$ cat config.mk
export PLATFORM = sky130hd
export DESIGN_NAME = spi_master_param
export DESIGN_NICKNAME = d
export VERILOG_FILES = /design/src/rtl/spi_master_param.sv
export SDC_FILE = /design/constraint.sdc
export NUM_CORES = 1
export LEC_CHECK = 0
export BUFFER_PORTS_ARGS = -buffer_cell sky130_fd_sc_hd__buf_2
export CAP_MARGIN = 0
export CORE_AREA = 2 2 154 156
export CTS_CLUSTER_DIAMETER = 150
export DETAILED_ROUTE_END_ITERATION = 6
export DIE_AREA = 0 0 156 158
export PLACE_DENSITY = 0.58
export SETUP_SLACK_MARGIN = 0.02
export SYNTH_ARGS = -nofsm -noshare
export SYNTH_HDL_FRONTEND = slang
export SYNTH_SLANG_ARGS = --single-unit
export TNS_END_PERCENT = 20
$ cat constraint.sdc
create_clock -name BOARD_CLOCK -period 4.35 [get_ports BOARD_CLOCK]
set_input_delay 1.0875 -clock BOARD_CLOCK [delete_from_list [all_inputs] [get_ports BOARD_CLOCK]]
set_output_delay 1.0875 -clock BOARD_CLOCK [all_outputs]
set_load 0.01 [all_outputs]
$ cat src/rtl/spi_master_param.sv
// ---------------------------------------------------------------------------
// spi_master_param
//
// Parametrised SPI master. A rising edge on SPI_STAR_I, accepted while the
// block is idle (or in its one-cycle DONE state), captures the TX word, slave
// index, SPI mode and bit count. It then runs CS setup, the SCLK shift phase
// and CS hold, and finally pulses SPI_DONE_O with the received word on SPI_O.
// A request that names a non-existent slave or an illegal length is rejected.
// A rejected request produces DONE one cycle later, with SPI_ERR_O set and no
// activity on the bus.
//
// Ports
//   BOARD_CLOCK  system clock, all logic on the rising edge
//   RST          asynchronous reset, active-high
//   SPI_STAR_I   start request (rising-edge triggered)
//   SPI_SEL_I    slave index, selects SPI_CSS[SEL]
//   SPI_MODE_I   [1]=CPOL, [0]=CPHA
//   SPI_LEN_I    number of bits to transfer, 1..DATA_W
//   SPI_I        TX word, bits [LEN-1:0] sent MSB-first
//   SPI_O        RX word, right-aligned, upper bits zero
//   SPI_DONE_O   one-cycle completion pulse
//   SPI_BUSY_O   transaction in progress
//   SPI_ERR_O    last request rejected, held until the next start
//   SPI_MISO     serial data in
//   SPI_MOSI     serial data out
//   SPI_CLK      serial clock
//   SPI_CSS      active-low chip selects
// ---------------------------------------------------------------------------
`timescale 1ns/1ps

module spi_master_param #(
    parameter int DATA_W   = 32,
    parameter int NUM_CS   = 3,
    parameter int SEL_W    = 2,
    parameter int LEN_W    = 6,
    parameter int CLK_DIV  = 4,
    parameter int CS_SETUP = 2,
    parameter int CS_HOLD  = 2
) (
    input  logic              BOARD_CLOCK,
    input  logic              RST,
    input  logic              SPI_STAR_I,
    input  logic [SEL_W-1:0]  SPI_SEL_I,
    input  logic [1:0]        SPI_MODE_I,
    input  logic [LEN_W-1:0]  SPI_LEN_I,
    input  logic [DATA_W-1:0] SPI_I,
    output logic [DATA_W-1:0] SPI_O,
    output logic              SPI_DONE_O,
    output logic              SPI_BUSY_O,
    output logic              SPI_ERR_O,
    input  logic              SPI_MISO,
    output logic              SPI_MOSI,
    output logic              SPI_CLK,
    output logic [NUM_CS-1:0] SPI_CSS
);

    localparam int DIV_W  = $clog2(CLK_DIV + 1);
    localparam int PH_MAX = (CS_SETUP > CS_HOLD) ? CS_SETUP : CS_HOLD;
    localparam int PH_W   = $clog2(PH_MAX + 1);
    localparam int EDGE_W = $clog2(2 * DATA_W + 1);

    typedef enum logic [2:0] {
        IDLE,
        SETUP,
        SHIFT,
        HOLD,
        DONE
    } state_t;

    state_t             state;
    logic               start_prev;
    logic               cpol_q;
    logic               cpha_q;
    logic [LEN_W-1:0]   len_q;
    logic [DATA_W-1:0]  tx_sr;
    logic [DATA_W-1:0]  rx_sr;
    logic [DIV_W-1:0]   div_cnt;
    logic [EDGE_W-1:0]  edge_cnt;
    logic [PH_W-1:0]    ph_cnt;

    logic               start_edge;
    logic               req_bad;
    logic [DATA_W-1:0]  tx_aligned;
    logic [NUM_CS-1:0]  cs_pattern;
    logic [EDGE_W-1:0]  last_edge;
    logic               sclk_tick;
    logic               sample_now;

    assign start_edge = SPI_STAR_I & ~start_prev;

    assign req_bad = (int'(SPI_SEL_I) >= NUM_CS) ||
                     (SPI_LEN_I == '0) ||
                     (int'(SPI_LEN_I) > DATA_W);

    // Left-align the active bits so the MSB of the transfer sits at the top
    // of the shift register and zeros follow it; unused upper bits drop out.
    assign tx_aligned = SPI_I << (DATA_W - int'(SPI_LEN_I));

    // The shift phase ends after 2*LEN SCLK toggles.
    assign last_edge = EDGE_W'(2 * int'(len_q) - 1);

    assign sclk_tick = (div_cnt == DIV_W'(CLK_DIV - 1));

    // An edge is leading when SCLK is still at its idle level before the
    // toggle. CPHA=0 samples on leading edges and CPHA=1 on trailing edges.
    assign sample_now = (SPI_CLK == cpol_q) ^ cpha_q;

    always_comb begin
        cs_pattern = '1;
        for (int i = 0; i < NUM_CS; i++) begin
            if (int'(SPI_SEL_I) == i) begin
                cs_pattern[i] = 1'b0;
            end
        end
    end

    // Single controller: sequencing, SCLK generation, shifting and all
    // registered outputs. The start detector resets to "high" so that a start
    // line held high through reset needs a fresh low-to-high edge.
    // Rejected requests leave the latched mode alone, so SCLK never moves.
    always_ff @(posedge BOARD_CLOCK or posedge RST) begin
        if (RST) begin
            state      <= IDLE;
            start_prev <= 1'b1;
            cpol_q     <= 1'b0;
            cpha_q     <= 1'b0;
            len_q      <= '0;
            tx_sr      <= '0;
            rx_sr      <= '0;
            div_cnt    <= '0;
            edge_cnt   <= '0;
            ph_cnt     <= '0;
            SPI_O      <= '0;
            SPI_DONE_O <= 1'b0;
            SPI_BUSY_O <= 1'b0;
            SPI_ERR_O  <= 1'b0;
            SPI_MOSI   <= 1'b0;
            SPI_CLK    <= 1'b0;
            SPI_CSS    <= '1;
        end else begin
            start_prev <= SPI_STAR_I;
            SPI_DONE_O <= 1'b0;

            case (state)
                IDLE, DONE: begin
                    if (start_edge) begin
                        if (req_bad) begin
                            state      <= DONE;
                            SPI_DONE_O <= 1'b1;
                            SPI_ERR_O  <= 1'b1;
                        end else begin
                            state      <= SETUP;
                            SPI_ERR_O  <= 1'b0;
                            SPI_BUSY_O <= 1'b1;
                            SPI_CSS    <= cs_pattern;
                            cpol_q     <= SPI_MODE_I[1];
                            cpha_q     <= SPI_MODE_I[0];
                            SPI_CLK    <= SPI_MODE_I[1];
                            len_q      <= SPI_LEN_I;
                            rx_sr      <= '0;
                            ph_cnt     <= '0;
                            div_cnt    <= '0;
                            edge_cnt   <= '0;
                            // CPHA=0 presents the first bit before any SCLK edge
                            if (!SPI_MODE_I[0]) begin
                                SPI_MOSI <= tx_aligned[DATA_W-1];
                                tx_sr    <= tx_aligned << 1;
                            end else begin
                                SPI_MOSI <= 1'b0;
                                tx_sr    <= tx_aligned;
                            end
                        end
                    end else begin
                        state <= IDLE;
                    end
                end

                SETUP: begin
                    if (ph_cnt == PH_W'(CS_SETUP - 1)) begin
                        state  <= SHIFT;
                        ph_cnt <= '0;
                    end else begin
                        ph_cnt <= ph_cnt + 1'b1;
                    end
                end

                SHIFT: begin
                    if (sclk_tick) begin
                        div_cnt <= '0;
                        SPI_CLK <= ~SPI_CLK;
                        if (sample_now) begin
                            rx_sr <= (rx_sr << 1) | DATA_W'(SPI_MISO);
                        end else begin
                            SPI_MOSI <= tx_sr[DATA_W-1];
                            tx_sr    <= tx_sr << 1;
                        end
                        if (edge_cnt == last_edge) begin
                            state    <= HOLD;
                            edge_cnt <= '0;
                        end else begin
                            edge_cnt <= edge_cnt + 1'b1;
                        end
                    end else begin
                        div_cnt <= div_cnt + 1'b1;
                    end
                end

                HOLD: begin
                    if (ph_cnt == PH_W'(CS_HOLD - 1)) begin
                        state      <= DONE;
                        ph_cnt     <= '0;
                        SPI_CSS    <= '1;
                        SPI_DONE_O <= 1'b1;
                        SPI_BUSY_O <= 1'b0;
                        SPI_O      <= rx_sr;
                        SPI_MOSI   <= 1'b0;
                    end else begin
                        ph_cnt <= ph_cnt + 1'b1;
                    end
                end

                default: begin
                    state <= IDLE;
                end
            endcase
        end
    end

endmodule

==> results of run 1 <==
==> cell usage after synthesis (5+ instances only) <==
cell type  number  area share [%]
dfrtp_1       124              39
nand2_1        65             3.1
nor2_1         53             2.5
a21oi_1        47             3.0
mux2i_1        40             5.1
a22o_1         38             4.2
mux2_2         38             5.4
mux4_2         33             9.4
clkbuf_1       25             1.2
o21ai_0        24             1.5
nand3_1        23             1.5
buf_2          17             1.1
and3_1         14             1.1
inv_1          13            0.62
nor3_1         13            0.82
a211oi_1       12             1.1
o211ai_1       11             1.0
a22oi_1        10            0.95
buf_4          10            0.95
a21o_1          8            0.76
a31oi_1         8            0.63
o22ai_1         8            0.63
nor2b_1         7            0.55
o221ai_1        7            0.77
o31ai_1         7            0.66
a221oi_1        6            0.66
a32oi_1         6            0.66
xnor2_1         6            0.66
nand2b_1        5            0.39
nor3b_1         5            0.47
o21ai_1         5            0.32
or2_2           5            0.39
==> flip-flops by register name, summed over array words and instances, names as in the netlist, 2 cells and up <==
register,flops
tx_sr,32
ph_cnt,2
div_cnt,3
edge_cnt,7
len_q,6
SPI_O,32
SPI_CSS,3
rx_sr,32
state,3
==> metal layers <==
layer	wire length [µm]	vias to the layer above	GRT usage, %
met2	9454	218	27.37
li1	-	3045	-
met1	9868	3220	24.00
met3	1067	27	3.121
met5	0	-	0
met4	424	0	6.728
==> through the flow <==
stage | utilization [%] | area, µm² | setup WS (ns)
2_1_floorplan | - | 7929 | 0.2852
3_3_place_gp | 37.51 | 8646 | 0.4716
3_5_place_dp | 37.51 | 8646 | 0.4459
4_1_cts | 40.37 | 9305 | 0.8893
5_1_grt | 40.37 | 9305 | 0.7002
6_report | 40.37 | 9305 | 0.8517
==> power by group through the flow <==
stage	Clock, W	Combinational, W	Sequential (W)
final	0.00158	0.00143	0.00165
after global routing	0.00167	0.00159	0.00169
after CTS	0.00161	0.00143	0.00165
after detailed placement	0	0.00142	0.00166
after global placement	0	0.00141	0.00166
after floorplan	0	0.00105	0.00164
==> layout by cell type (no fill, tap or decap), drive strengths merged, types with 6 or more instances in the layout <==
master	instances
dfrtp	124
buf	111
nand2	66
nor2	53
a21oi	47
mux2i	40
a22o	38
mux2	38
mux4	33
o21ai	29
nand3	23
clkbuf	20
inv	15
and3	14
nor3	14
a211oi	12
o211ai	11
a22oi	10
a21o	8
o22ai	8
o31ai	8
a31oi	8
nor2b	7
o221ai	7
xnor2	7
a221oi	6
a32oi	6
nor3b	6
==> cell families after synthesis <==
kind of cell             Yosys count  synth area share, %
AO/OA/AOI/OAI                    224                20.04
XOR/XNOR                          12                1.847
adder cells (fa/ha/maj)            4               0.6315
buffers and inverters             69                4.200
flip-flops                       128                40.48
multiplexers                     111                19.83
AND/OR/NAND/NOR                  211                12.98
==> worst min path at each step <==
stage                          start    endpoint  slack [ns]  depth (start not counted)
after global routing      SPI_BUSY_O  SPI_BUSY_O        0.50                          2
after global placement    SPI_BUSY_O  SPI_BUSY_O        0.46                          2
final                       tx_sr[3]    tx_sr[3]        0.48                          2
after floorplan             tx_sr[0]    tx_sr[0]        0.45                          2
after detailed placement  SPI_BUSY_O  SPI_BUSY_O        0.47                          2
after CTS                 SPI_BUSY_O  SPI_BUSY_O        0.48                          2
==> tightest hold or removal path, stage by stage (launching register included) <==
cell     delay [ns]
dfrtp_1        0.34
nand2_1        0.04
o21ai_0        0.06
==> area by class of cell <==
type	instances	area share (%)
tap	290	3.899
multi-input combinational	562	47.30
clock buffer	20	4.908
sequential	128	34.48
inverter	13	0.5647
clock inverter	12	2.178
timing repair buffer	111	6.669
==> key figures, run 1 <==
STA
  • Final-report max-slew violation count: 0
  • Slew @ Worst Pin: 1.067 ns
  • RSZ-0062 raised after global routing: false
  • Fmax: 0.2859 GHz
  • Worst hold slack: 0.4763 ns
  • Min Tclk post-route: 3.498 ns
  • Worst clock skew: 0.01025 ns
  • Endpoints failing hold: 0
  • Final TNS setup: 0 ns
  • Final Cycle Share: 80.42%
  • Finish-stage setup viols: 0
  • Max transition margin: 28.87%

Clock network
  • Post-CTS Resized: 0
  • CTS Buf Count: 17
  • Clock sinks: 128
  • CTS tree: built
  • Hold-fix buffers, CTS: 0
  • Setup bufs post-CTS: 0
  • Worst-skew pair later-pin latency: 0.42 ns
  • Clock tree buffer depth: 2
  • H-tree depth: 4
  • CTS clock-pin slew for the worst setup and hold paths: 0.06 ns
  • CTS root buf: clkbuf_16

Worst setup path
  • WP depth: 10
  • Cell Chain, Critical Path: buf_2 -> inv_1 -> ha_2 -> buf_4 -> mux2i_1 -> mux4_2 -> and2_0 -> a211oi_1 -> o2bb2ai_1 -> o211ai_1
  • Crit-path max FO: 20
  • Critical path startpoint: SPI_LEN_I[1]
  • R2R Path Start: state[1]
  • CP Class: in2reg
  • Critical Path RT: 4.68 ns
  • Crit path DAT: 3.83 ns
  • R2R depth: 7
  • Buffer and inverter count on the worst path: 3
  • Crit Reg-Reg Endpoint: tx_sr[30]
  • Crit path to: tx_sr[20]
  • CP startpoint kind: primary input
  • CP endpoint kind: flip-flop
  • R2r setup slk: 1.82 ns
  • Critical path's top delay family: compound AO/OA/AOI/OAI gates
  • Largest stage delay on the critical path: 0.67 ns
  • Worst path slowest cell: ha_2

Routing
  • Pre-antenna DRT Iters: 5
  • DRT iter0 DRCs: 555
  • Drt via density: 5.731
  • # DRC: 0
  • DR WL/cell: 18.32 µm
  • Antenna-violating nets left: 0
  • Routed WL: 20820 µm
  • Via count: 6510

Finish
  • Register area: 0.003208 mm²
  • Share of cells above drive strength 1: 28.25%
  • Fill count: 2273
  • Multi-input logic area: 0.004402 mm²
  • Final Instance Count excl. Fillers: 1136
  • Final #Nets: 883
  • Layout area overhead: 17.41%
  • Ant. Diodes: 0

Global routing
  • Largest net degree at the start of global routing: 76
  • Vias in the first global route: 6157
  • Total grt overflow: 0
  • Total GRT Usage: 17.42%
  • Initial antenna violation count: 0
  • First-pass GRT wire length: 33650 µm

Floorplanning
  • DIE AREA: 0.02465 mm²
  • I/O pin count: 86
  • Die height: 158 µm
  • Core box area: 0.02305 mm²
  • Initial Util: 34.38%
  • Die W: 156 µm
  • Rows: 56

Placed design
  • Placed insts: 1104
  • GPL Wtd Cong: 0.9234
  • Port Buf Inserts: 85
  • DP Wirelength: 14990 µm

Pwr
  • Total power: 0.004655 W
  • Worst VDD drop: 0.2680 mV
  • Clk pwr share: 33.9%
  • Sequential power share: 35.4%
  • Combinational share of power: 30.7%
  • P_leak: 4.189 nW
  • Switching pwr: 0.001544 W
  • Power Dens Cells: 500.3 mW/mm²
  • Sw frac: 33.17%
  • Internal power: 0.003111 W

Flow run
  • Max Cap Viol: 0

Synth
  • Seq/Total Area, Yosys: 40.48%
  • Post-synthesis register bit count: 128
  • Post-synth cell types: 70
  • Mapped Area: 0.007925 mm²
  • Post-Syn Nets: 809
  • Mapped Cells: 759
  • Main synth FF type: dfrtp_1
  • Async set or reset register ratio after synthesis: 100.0%
  • Post-synth EDFFs: 0
  • Syn Area/Cell: 10.44 µm²
  • YS warnings: 0

Worst hold path
  • HP Class: reg2reg

Run status
  • Status: finished clean
(Power assumes the default switching activity.)
==> inputs of run 2 (changes only) <==
--- a/config.mk
+++ b/config.mk
@@ -11,7 +11,7 @@
 export CTS_CLUSTER_DIAMETER = 150
 export DETAILED_ROUTE_END_ITERATION = 6
 export DIE_AREA = 0 0 156 158
-export PLACE_DENSITY = 0.58
+export PLACE_DENSITY = 0.56
 export SETUP_SLACK_MARGIN = 0.02
 export SYNTH_ARGS = -nofsm -noshare
 export SYNTH_HDL_FRONTEND = slang
==> constraint.sdc (replaced) <==
create_clock -name BOARD_CLOCK -period 3.44 [get_ports BOARD_CLOCK]
set_input_delay 0.86 -clock BOARD_CLOCK [delete_from_list [all_inputs] [get_ports BOARD_CLOCK]]
set_output_delay 0.86 -clock BOARD_CLOCK [all_outputs]
set_load 0.01 [all_outputs]
==> run 2 against run 1 <==
Effect of this change:
- sequential cell count stayed put
- core utilization is 0.87 points higher
- design area is 2.2% higher
- routed wire length is 2.7% higher
- first-iteration DRC count is 36% lower
- count of clock-buffer cells in the layout is 1 higher
==> key figures, run 2 (same netlist as run 1, synthesis figures left out) <==
Run status
  • Status: finished clean (unchanged)

Worst setup path
  • CP Class: in2reg (unchanged)
  • Crit path DAT: 3.24 ns (was 3.83 ns)
  • Crit-path max FO: 4 (was 20)
  • Buffer and inverter count on the worst path: 3 (unchanged)
  • Worst path slowest cell: or4b_1 (was ha_2)
  • Cell Chain, Critical Path: buf_2 -> inv_1 -> ha_2 -> or4b_1 -> a2111oi_2 -> buf_4 -> a22oi_1 -> o22ai_1 -> a31oi_1 -> a21oi_1 (was buf_2 -> inv_1 -> ha_2 -> buf_4 -> mux2i_1 -> mux4_2 -> and2_0 -> a211oi_1 -> o2bb2ai_1 -> o211ai_1)
  • R2R depth: 5 (was 7)
  • Crit Reg-Reg Endpoint: edge_cnt[4] (was tx_sr[30])
  • R2r setup slk: 0.96 ns (was 1.82 ns)
  • Largest stage delay on the critical path: 0.55 ns (was 0.67 ns)
  • CP endpoint kind: flip-flop (unchanged)
  • R2R Path Start: state[1] (unchanged)
  • CP startpoint kind: primary input (unchanged)
  • Critical Path RT: 3.77 ns (was 4.68 ns)
  • Critical path's top delay family: compound AO/OA/AOI/OAI gates (unchanged)

Flow run
  • Max Cap Viol: 0 (unchanged)

Floorplanning
  • Die W: 156 µm (unchanged)
  • Initial Util: 34.38% (unchanged)
  • Die height: 158 µm (unchanged)
  • Rows: 56 (unchanged)
  • I/O pin count: 86 (unchanged)
  • DIE AREA: 0.02465 mm² (unchanged)
  • Core box area: 0.02305 mm² (unchanged)

Pwr
  • P_leak: 4.306 nW (was 4.189 nW)
  • Worst VDD drop: 0.3254 mV (was 0.2680 mV)
  • Power Dens Cells: 619.9 mW/mm² (was 500.3 mW/mm²)
  • Total power: 0.005893 W (was 0.004655 W)

STA
  • Final-report max-slew violation count: 0 (unchanged)
  • Worst clock skew: 0.01249 ns (was 0.01025 ns)
  • Fmax: 0.3437 GHz
  • Finish-stage setup viols: 0 (unchanged)
  • Final Cycle Share: 84.59%
  • RSZ-0062 raised after global routing: false (unchanged)
  • Final TNS setup: 0 ns (unchanged)
  • Endpoints failing hold: 0 (unchanged)
  • Max transition margin: 47.96% (was 28.87%)
  • Min Tclk post-route: 2.910 ns
  • Slew @ Worst Pin: 0.7777 ns (was 1.067 ns)

Routing
  • DR WL/cell: 18.51 µm (was 18.32 µm)
  • DRT iter0 DRCs: 355 (was 555)
  • Via count: 6595 (was 6510)
  • Routed WL: 21380 µm (was 20820 µm)
  • # DRC: 0 (unchanged)
  • Antenna-violating nets left: 0 (unchanged)
  • Pre-antenna DRT Iters: 5 (unchanged)
  • Drt via density: 5.710 (was 5.731)

Clock network
  • CTS clock-pin slew for the worst setup and hold paths: 0.06 ns (about the same)
  • Post-CTS Resized: 0 (unchanged)
  • CTS tree: built (unchanged)
  • Clock sinks: 128 (unchanged)
  • CTS Buf Count: 17 (unchanged)
  • Hold-fix buffers, CTS: 0 (unchanged)
  • CTS root buf: clkbuf_16 (unchanged)
  • Setup bufs post-CTS: 0 (unchanged)
  • Worst-skew pair later-pin latency: 0.42 ns (about the same)
  • Clock tree buffer depth: 2 (unchanged)
  • H-tree depth: 4 (unchanged)

Finish
  • Most frequent cells in the layout: 124 x dfrtp_1, 85 x buf_2, 65 x nand2_1 (unchanged)
  • Biggest regs: SPI_O x32, rx_sr x32, tx_sr x32 (unchanged)
  • Most common cell after layout, fill and taps aside: dfrtp_1 (unchanged)
  • Final #Nets: 902 (was 883)
  • Layout area overhead: 19.96% (was 17.41%)
  • Ant. Diodes: 0 (unchanged)
  • Share of cells above drive strength 1: 29.83% (was 28.25%)

Global routing
  • Total GRT Usage: 17.93% (was 17.42%)
  • First-pass GRT wire length: 34910 µm (was 33650 µm)
  • Total grt overflow: 0 (unchanged)
  • Vias in the first global route: 6505 (was 6157)
  • Initial antenna violation count: 0 (unchanged)
  • Largest net degree at the start of global routing: 129 (was 76)

Worst hold path
  • Worst Hold Depth: 2 (unchanged)
  • Hold endpoint: SPI_BUSY_O (was tx_sr[3])
  • HP Class: reg2reg (unchanged)
  • Hold_sp: SPI_BUSY_O (was tx_sr[3])

Placed design
  • Port Buf Inserts: 85 (unchanged)
  • DP Wirelength: 15600 µm (was 14990 µm)
  • GPL Wtd Cong: 0.8855 (was 0.9234)
-- run 2: power breakdown --
group / leakage (nW) / switching (W) / internal [W]
combinational: 2.32 / 0.00107 / 0.000814
clock: 0.313 / 0.000668 / 0.00126
sequential: 1.67 / 0.000225 / 0.00185
total: 4.31 / 0.00197 / 0.00393
-- run 2: routing by layer --
layer / up-vias / routed length (µm) / global-route usage (%)
met5: - / 0 / 0
met3: 35 / 1024 / 3.915
met4: 0 / 549 / 6.815
li1: 3084 / - / -
met1: 3258 / 10020 / 24.05
met2: 218 / 9790 / 28.49
-- run 2: stage by stage --
stage	area [µm²]	hold slack (ns)	utilization [%]	setup WS [ns]	std cells
2_1_floorplan	7929	0.4484	-	-0.3973	759
4_1_cts	9507	0.4738	41.24	0.5273	1155
3_5_place_dp	8869	0.4586	38.47	0.08915	1123
3_3_place_gp	8869	0.4591	38.47	0.1052	1123
6_report	9507	0.4687	41.24	0.5301	1155
5_1_grt	9507	0.5049	41.24	0.3641	1155
-- run 2: area by class of cell --
type | count | area (µm²)
clock buffer | 21 | 460.4
clock inverter | 11 | 177.7
fill | 2246 | 13550
inverter | 13 | 52.55
multi-input combinational | 562 | 4407
sequential | 128 | 3208
tap | 290 | 362.8
timing repair buffer | 130 | 838.3
-- run 2: worst max-delay path by stage --
stage	start	end	slack, ns	depth (start not counted)
finish	SPI_LEN_I[1]	tx_sr[18]	0.53	10
global route	SPI_LEN_I[1]	edge_cnt[4]	0.36	11
CTS	SPI_LEN_I[1]	tx_sr[25]	0.53	10
detailed placement	SPI_LEN_I[1]	tx_sr[25]	0.09	10
global placement	SPI_LEN_I[1]	tx_sr[17]	0.11	10
floorplan	SPI_LEN_I[0]	tx_sr[22]	-0.40	12
-- run 2: worst register-to-register path: stages, from the launching register on --
cell and delay [ns]:
dfrtp_1 0.48, nor2b_1 0.37, nand2_1 0.27, a31oi_1 0.65, nor2b_1 0.46, a22o_1 0.20
